$ cat src/rtl/sram_ctrl.sv
// rtl/sram_ctrl.sv - OBI-style request controller for one SRAM bank with zero-fill clear and retention sequencing
module sram_ctrl #(
    parameter int NumWords     = 1024,
    parameter int AddrWidth    = $clog2(NumWords),
    parameter bit ClearOnReset = 1'b1
) (
    input  logic                 clk_i,
    input  logic                 rst_ni,
    input  logic                 req_i,
    output logic                 gnt_o,
    input  logic                 we_i,
    input  logic [31:0]          addr_i,
    input  logic [3:0]           be_i,
    input  logic [31:0]          wdata_i,
    output logic                 rvalid_o,
    output logic [31:0]          rdata_o,
    input  logic                 clear_start_i,
    output logic                 clear_busy_o,
    input  logic                 sleep_req_i,
    output logic                 sleep_ack_o,
    output logic                 sram_req_o,
    output logic                 sram_we_o,
    output logic [AddrWidth-1:0] sram_addr_o,
    output logic [31:0]          sram_wdata_o,
    output logic [3:0]           sram_be_o,
    output logic                 sram_set_retentive_o,
    input  logic [31:0]          sram_rdata_i
);

    typedef enum logic [2:0] {
        ST_CLEAR,
        ST_ACTIVE,
        ST_DRAIN,
        ST_RET,
        ST_WAKE
    } state_e;

    localparam state_e ResetState = ClearOnReset ? ST_CLEAR : ST_ACTIVE;
    localparam logic [AddrWidth-1:0] LastWord = AddrWidth'(NumWords - 1);

    state_e                 state_q, state_d;
    logic [AddrWidth-1:0]   cnt_q, cnt_d;
    logic                   rvalid_q, rvalid_d;
    logic                   was_write_q, was_write_d;
    logic                   ret_q, ret_d;
    logic                   ack_q, ack_d;
    logic                   gnt;

    // Only the word-select bits of the byte address reach the bank.
    logic unused_addr;
    assign unused_addr = ^{addr_i[31:AddrWidth+2], addr_i[1:0]};

    always_comb begin
        state_d = state_q;
        cnt_d   = cnt_q;
        gnt     = 1'b0;
        case (state_q)
            ST_CLEAR: begin
                cnt_d = cnt_q + 1'b1;
                if (cnt_q == LastWord) begin
                    state_d = ST_ACTIVE;
                    cnt_d   = '0;
                end
            end
            ST_ACTIVE: begin
                gnt = req_i & ~sleep_req_i & ~clear_start_i;
                if (sleep_req_i) begin
                    state_d = rvalid_q ? ST_DRAIN : ST_RET;
                end else if (clear_start_i) begin
                    state_d = ST_CLEAR;
                    cnt_d   = '0;
                end
            end
            ST_DRAIN: state_d = ST_RET;
            ST_RET:   if (!sleep_req_i) state_d = ST_WAKE;
            ST_WAKE:  state_d = ST_ACTIVE;
            default:  state_d = ST_ACTIVE;
        endcase
        rvalid_d    = gnt;
        was_write_d = gnt & we_i;
        // Retention and acknowledge follow the next state so both are clean flop outputs.
        ret_d       = (state_d == ST_RET);
        ack_d       = (state_d == ST_RET) || (state_d == ST_WAKE);
    end

    always_ff @(posedge clk_i) begin
        if (!rst_ni) begin
            state_q     <= ResetState;
            cnt_q       <= '0;
            rvalid_q    <= 1'b0;
            was_write_q <= 1'b0;
            ret_q       <= 1'b0;
            ack_q       <= 1'b0;
        end else begin
            state_q     <= state_d;
            cnt_q       <= cnt_d;
            rvalid_q    <= rvalid_d;
            was_write_q <= was_write_d;
            ret_q       <= ret_d;
            ack_q       <= ack_d;
        end
    end

    always_comb begin
        if (state_q == ST_CLEAR) begin
            sram_req_o   = 1'b1;
            sram_we_o    = 1'b1;
            sram_be_o    = 4'hF;
            sram_wdata_o = '0;
            sram_addr_o  = cnt_q;
        end else begin
            sram_req_o   = gnt;
            sram_we_o    = we_i;
            sram_be_o    = be_i;
            sram_wdata_o = wdata_i;
            sram_addr_o  = addr_i[AddrWidth+1:2];
        end
    end

    assign gnt_o                = gnt;
    assign rvalid_o             = rvalid_q;
    assign rdata_o              = (rvalid_q && !was_write_q) ? sram_rdata_i : 32'h0;
    assign clear_busy_o         = (state_q == ST_CLEAR);
    assign sleep_ack_o          = ack_q;
    assign sram_set_retentive_o = ret_q;

endmodule
$ cat config.mk
export PLATFORM = sky130hd
export DESIGN_NAME = sram_ctrl
export DESIGN_NICKNAME = d
export VERILOG_FILES = /design/src/rtl/sram_ctrl.sv
export SDC_FILE = /design/constraint.sdc
export NUM_CORES = 1
export LEC_CHECK = 0
export ABC_AREA = 0
export CORE_MARGIN = 3
export CORE_UTILIZATION = 27
export DETAILED_ROUTE_END_ITERATION = 12
export GPL_TIMING_DRIVEN = 0
export HOLD_SLACK_MARGIN = 0.05
export PLACE_DENSITY = 0.91
export SYNTH_ARGS = -nofsm -noshare
export SYNTH_HDL_FRONTEND = slang
export SYNTH_SLANG_ARGS = --single-unit
$ cat constraint.sdc
create_clock -name clk_i -period 4.6 [get_ports clk_i]
set_input_delay 0.92 -clock clk_i [delete_from_list [all_inputs] [get_ports clk_i]]
set_output_delay 0.92 -clock clk_i [all_outputs]
set_load 0.01 [all_outputs]
# Word-level counts from Yosys, hierarchy flattened
# Index checks and enable logic that the tools add are counted.
[word_totals]
output_inout_bits = 85
in_bits = 106
elab_cells = 43
register_bits = 17
[classes]
n_reduce_logical = 6
eq_ne = 8
n_addsub = 1
n_bitwise = 5
n_mux = 17
[ops]
columns = ["op", "count"]
rows = [
  ["$mux 32", 2],
  ["$mux 10", 4],
  ["$pmux 10 s2", 1],
  ["$mux 3", 4],
  ["$pmux 3 s4", 1],
  ["$add 10x1->10 const B", 1],
  ["$eq 10x10->1 const B", 1],
  ["$eq 3x2->1 const B", 3],
  ["$mux 1", 4],
  ["$mux 4", 1],
  ["$ne 2x2->1 const B", 2],
  ["$and 1x1->1", 3],
  ["$eq 3x1->1 const B", 1],
  ["$eq 3x3->1 const B", 1],
  ["$logic_not 3->1", 1],
  ["$reduce_and 3->1", 1],
  ["$not 1->1", 2],
  ["$reduce_bool 2->1", 1],
  ["$logic_and 1x1->1", 1],
  ["$logic_not 1->1", 1],
  ["$logic_or 1x1->1", 1],
]

# Depth between registers and ports, before layout
[depth]
ltp_word = 5
depth_mapped = 6
depth_no_buf = 5

# Least setup slack after synthesis
# No wires, ideal clock.
[synth_timing]
path_kind = "input to output"
from = "input port sleep_req_i"
to = "output port sram_req_o"
path_slack_ns = 2.165
arrival_time_ns = 1.515
cell_stages = 3
n_path_buf = 0
path_cell_list = "nor2b_1 and4b_1 or2_2"
[synth_via]
elab_chain_len = 5
[synth_lines]
columns = ["item", "line", "rtl"]
rows = [
  ["start: declaration", "19", "input logic sleep_req_i,"],
  ["$not 1->1", "66", "gnt = req_i & ~sleep_req_i & ~clear_start_i;"],
  ["$and 1x1->1 (2 in series)", "66", ""],
  ["$mux 1", "57", "case (state_q)"],
  ["via gnt_o", "10", "output logic gnt_o,"],
  ["$mux 1", "105", "if (state_q == ST_CLEAR) begin"],
  ["end: declaration", "21", "output logic sram_req_o,"],
]
# The timed path passes the listed nets, and every way through them passes these cells.

# Worst setup path in the final report
[layout_timing]
from = "input port sleep_req_i"
to = "output port sram_req_o"
[layout_via]
elab_chain_len = 5
[layout_lines]
columns = ["item", "line"]
rows = [
  ["$not 1->1", "66"],
  ["$and 1x1->1 (2 in series)", "66"],
  ["$mux 1", "57"],
  ["$mux 1", "105"],
]
# Every way passes these cells.

==> metrics.txt <==
outcome=finished, final reports clean; met3 wire length=508 µm; Rel. slew slack=58.1%; largest net degree at the start of global routing=11; setup bufs post-CTS=0; Comb power frac=25.6%; clock sink count=17; NetSw=0.0698 mW; routed length on met1=2.03 mm; commonest non-fill, non-tap cell in the layout=clkdlybuf4s50_1; Reg clk slew, reported paths=0.06 ns; worst setup slack after layout=1.13 ns; Layout area overhead=130%; Cell Rows=25; CTS H-tree depth=1; Filler cells=391; Yosys reg bits=17; DRT iter0 DRCs=49; sequential power share=43.2%; setup TNS=0 ns; pwr dens=110 mW/mm²; worst path required time=3.68 ns; port bufs=168; vias per inst=4.54; Crit Path Category=in2out; Crit Path Max Fanout=5; post-route ant nets=0; clk buf depth=2; Worst-Skew Late Latency=0.25 ns; # nets final=454; clock share of power=31.1%; VDD IR-drop max=0.107 mV; Worst R2R Path Depth=5; CP startpoint kind=input pin; switching part of the total=19.8%; # diodes=0; layout cells sized above 1=7.23%; post_cts resized=0; clk root buf=clkbuf_8; unrepaired setup endpoints after global routing=false; arrival time at the worst endpoint=2.55 ns; Core Area=0.00485 mm²; fin crit period=3.47 ns; grt ovf=0; Reg-to-Reg Start=cnt_q[3]; I/O pins=191; Avg Cell Area, Syn=8.01 µm²; WL/cell=13.5 µm; post-layout util=66.1%; Syn Nets=281; GP Congestion=0.842; Async SR Flop Fraction=0%; critical path endpoint category=output pin; Post-synth top flop=dfxtp_1; initial antenna violation count=0; first-pass GRT wire length=8.87 mm; synthesized cell area=0.00139 mm²; Post-Place Cell Area=0.00316 mm²; Design Area, Final=0.00321 mm²; Post-DP HPWL=4.85 mm; DRC Markers=0; CTS tree=done; final hold vios=0; clock skew=0.00840 ns; WL final=5.56 mm; Initial Util=28.7%; hold_sp=state_q[2]; die height=77.9 µm; top sig layer=met4; die width=77.9 µm; MaxCap Viol Count=0; Final Max Slew Viols=0; vias=1,874; Hold-fix buffers, CTS=0; Slew @ Worst Pin=0.626 ns; hold depth=1; library cells used by synthesis=37; WL met2=3.00 mm; Setup WS pre-CTS=1.12 ns; Total Power=0.353 mW; die area=0.00606 mm²; gr usage total=17.8%; Post-synth EDFFs=0; worst hold path class=reg2reg; vias in the first global route=1,780; period utilisation layout=75.5%; Setup Viol. Count Final=0; Hold Path Sink=state_q[1]; Synth Warn #=0; total CTS buffers=3; r2r setup slk=2.77 ns; LEAKAGE=1.16 nW; Int Pwr=0.284 mW; fmax=288 MHz; Mapped Cells=174; worst reg2reg path endpoint=cnt_q[0]; most frequent cells in the layout=clkdlybuf4s50_1 (168), and2_1 (35), nor2b_1 (34); Pre-antenna DRT Iters=4; sequential-to-total area share from yosys stat=24.4%
-- cells by family (layout without fill, tap and decap cells) --
group	Yosys count	count (layout)	synth area share [%]
adders and majority gates	1	1	0.898
and+or+nand+nor	105	105	46.3
xor gates and xnor gates	4	4	2.51
DFF	17	17	24.4
AOI/OAI and AO/OA	21	21	11.0
muxes	13	13	10.2
buffers and inverters	13	185	4.67
-- registers in the layout, indices dropped and copies added, names as in the netlist --
| register | cells |
|---|---|
| sram_set_retentive_o | 1 |
| cnt_q | 10 |
| state_q | 3 |
| rvalid_o | 1 |
| sleep_ack_o | 1 |
| was_write_q | 1 |
-- area by class of cell --
cell class	instances	area, µm²	share of cell area [%]
Timing Repair Buffer	168	1680	52.5
Multi-Input combinational cell	144	988	30.8
Sequential cell	17	340	10.6
Tap cell	67	83.8	2.62
Buffer	12	61.3	1.91
Clock buffer	3	41.3	1.29
Clock inverter	1	5.00	0.156
Inverter	1	3.75	0.117
-- cell usage after synthesis (2+ instances only) --
library cell | instances | area [µm²]
and2_1 | 35 | 219
nor2b_1 | 34 | 213
dfxtp_1 | 17 | 340
mux2_2 | 10 | 113
clkbuf_1 | 8 | 30.0
nor2_1 | 7 | 26.3
or2_2 | 6 | 37.5
o31ai_1 | 5 | 37.5
or4_1 | 5 | 37.5
a21oi_1 | 4 | 20.0
nand3_1 | 4 | 20.0
a211oi_1 | 3 | 22.5
mux2i_1 | 3 | 30.0
nand2_1 | 3 | 11.3
nand4_1 | 3 | 18.8
xnor2_1 | 3 | 26.3
a21boi_0 | 2 | 15.0
and3_1 | 2 | 12.5
buf_6 | 2 | 22.5
-- power groups by stage --
| stage | Sequential, mW | Combinational, mW | Clock (mW) |
|---|---|---|---|
| 3_3_place_gp | 0.156 | 0.0890 | 0 |
| 6_report | 0.153 | 0.0905 | 0.110 |
| 2_1_floorplan | 0.155 | 0.0152 | 0 |
| 4_1_cts | 0.153 | 0.0911 | 0.111 |
| 3_5_place_dp | 0.156 | 0.0908 | 0 |
| 5_1_grt | 0.153 | 0.0973 | 0.121 |
-- routing by layer --
layer | global-route usage, % | vias to the layer above
li1 | - | 937
met1 | 19.8 | 827
met2 | 33.8 | 108
met3 | 4.18 | 2
met4 | 3.74 | 0
met5 | 0 | -
-- how the worst max path moves through the flow --
stage | slack [ns] | to | start
finish | 1.13 | sram_req_o | sleep_req_i
CTS | 1.12 | sram_req_o | sleep_req_i
floorplan | 2.16 | sram_req_o | sleep_req_i
global placement | 1.15 | sram_req_o | sleep_req_i
global route | 0.98 | sram_wdata_o[27] | state_q[1]
detailed placement | 1.12 | sram_req_o | sleep_req_i
-- per-stage QoR --
step | cells | hold WS [ns]
after floorplan | 174 | 0.457
after global placement | 409 | 0.491
after detailed placement | 409 | 0.519
final | 413 | 0.530
after CTS | 413 | 0.530
after global routing | 413 | 0.560
-- worst max-delay path, cell delays in order --
cell,delay (ns)
clkdlybuf4s50_1,0.54
nor2b_1,0.09
and4b_1,0.24
or2_2,0.27
clkdlybuf4s50_1,0.48
Power figures use the tool's default switching activity.
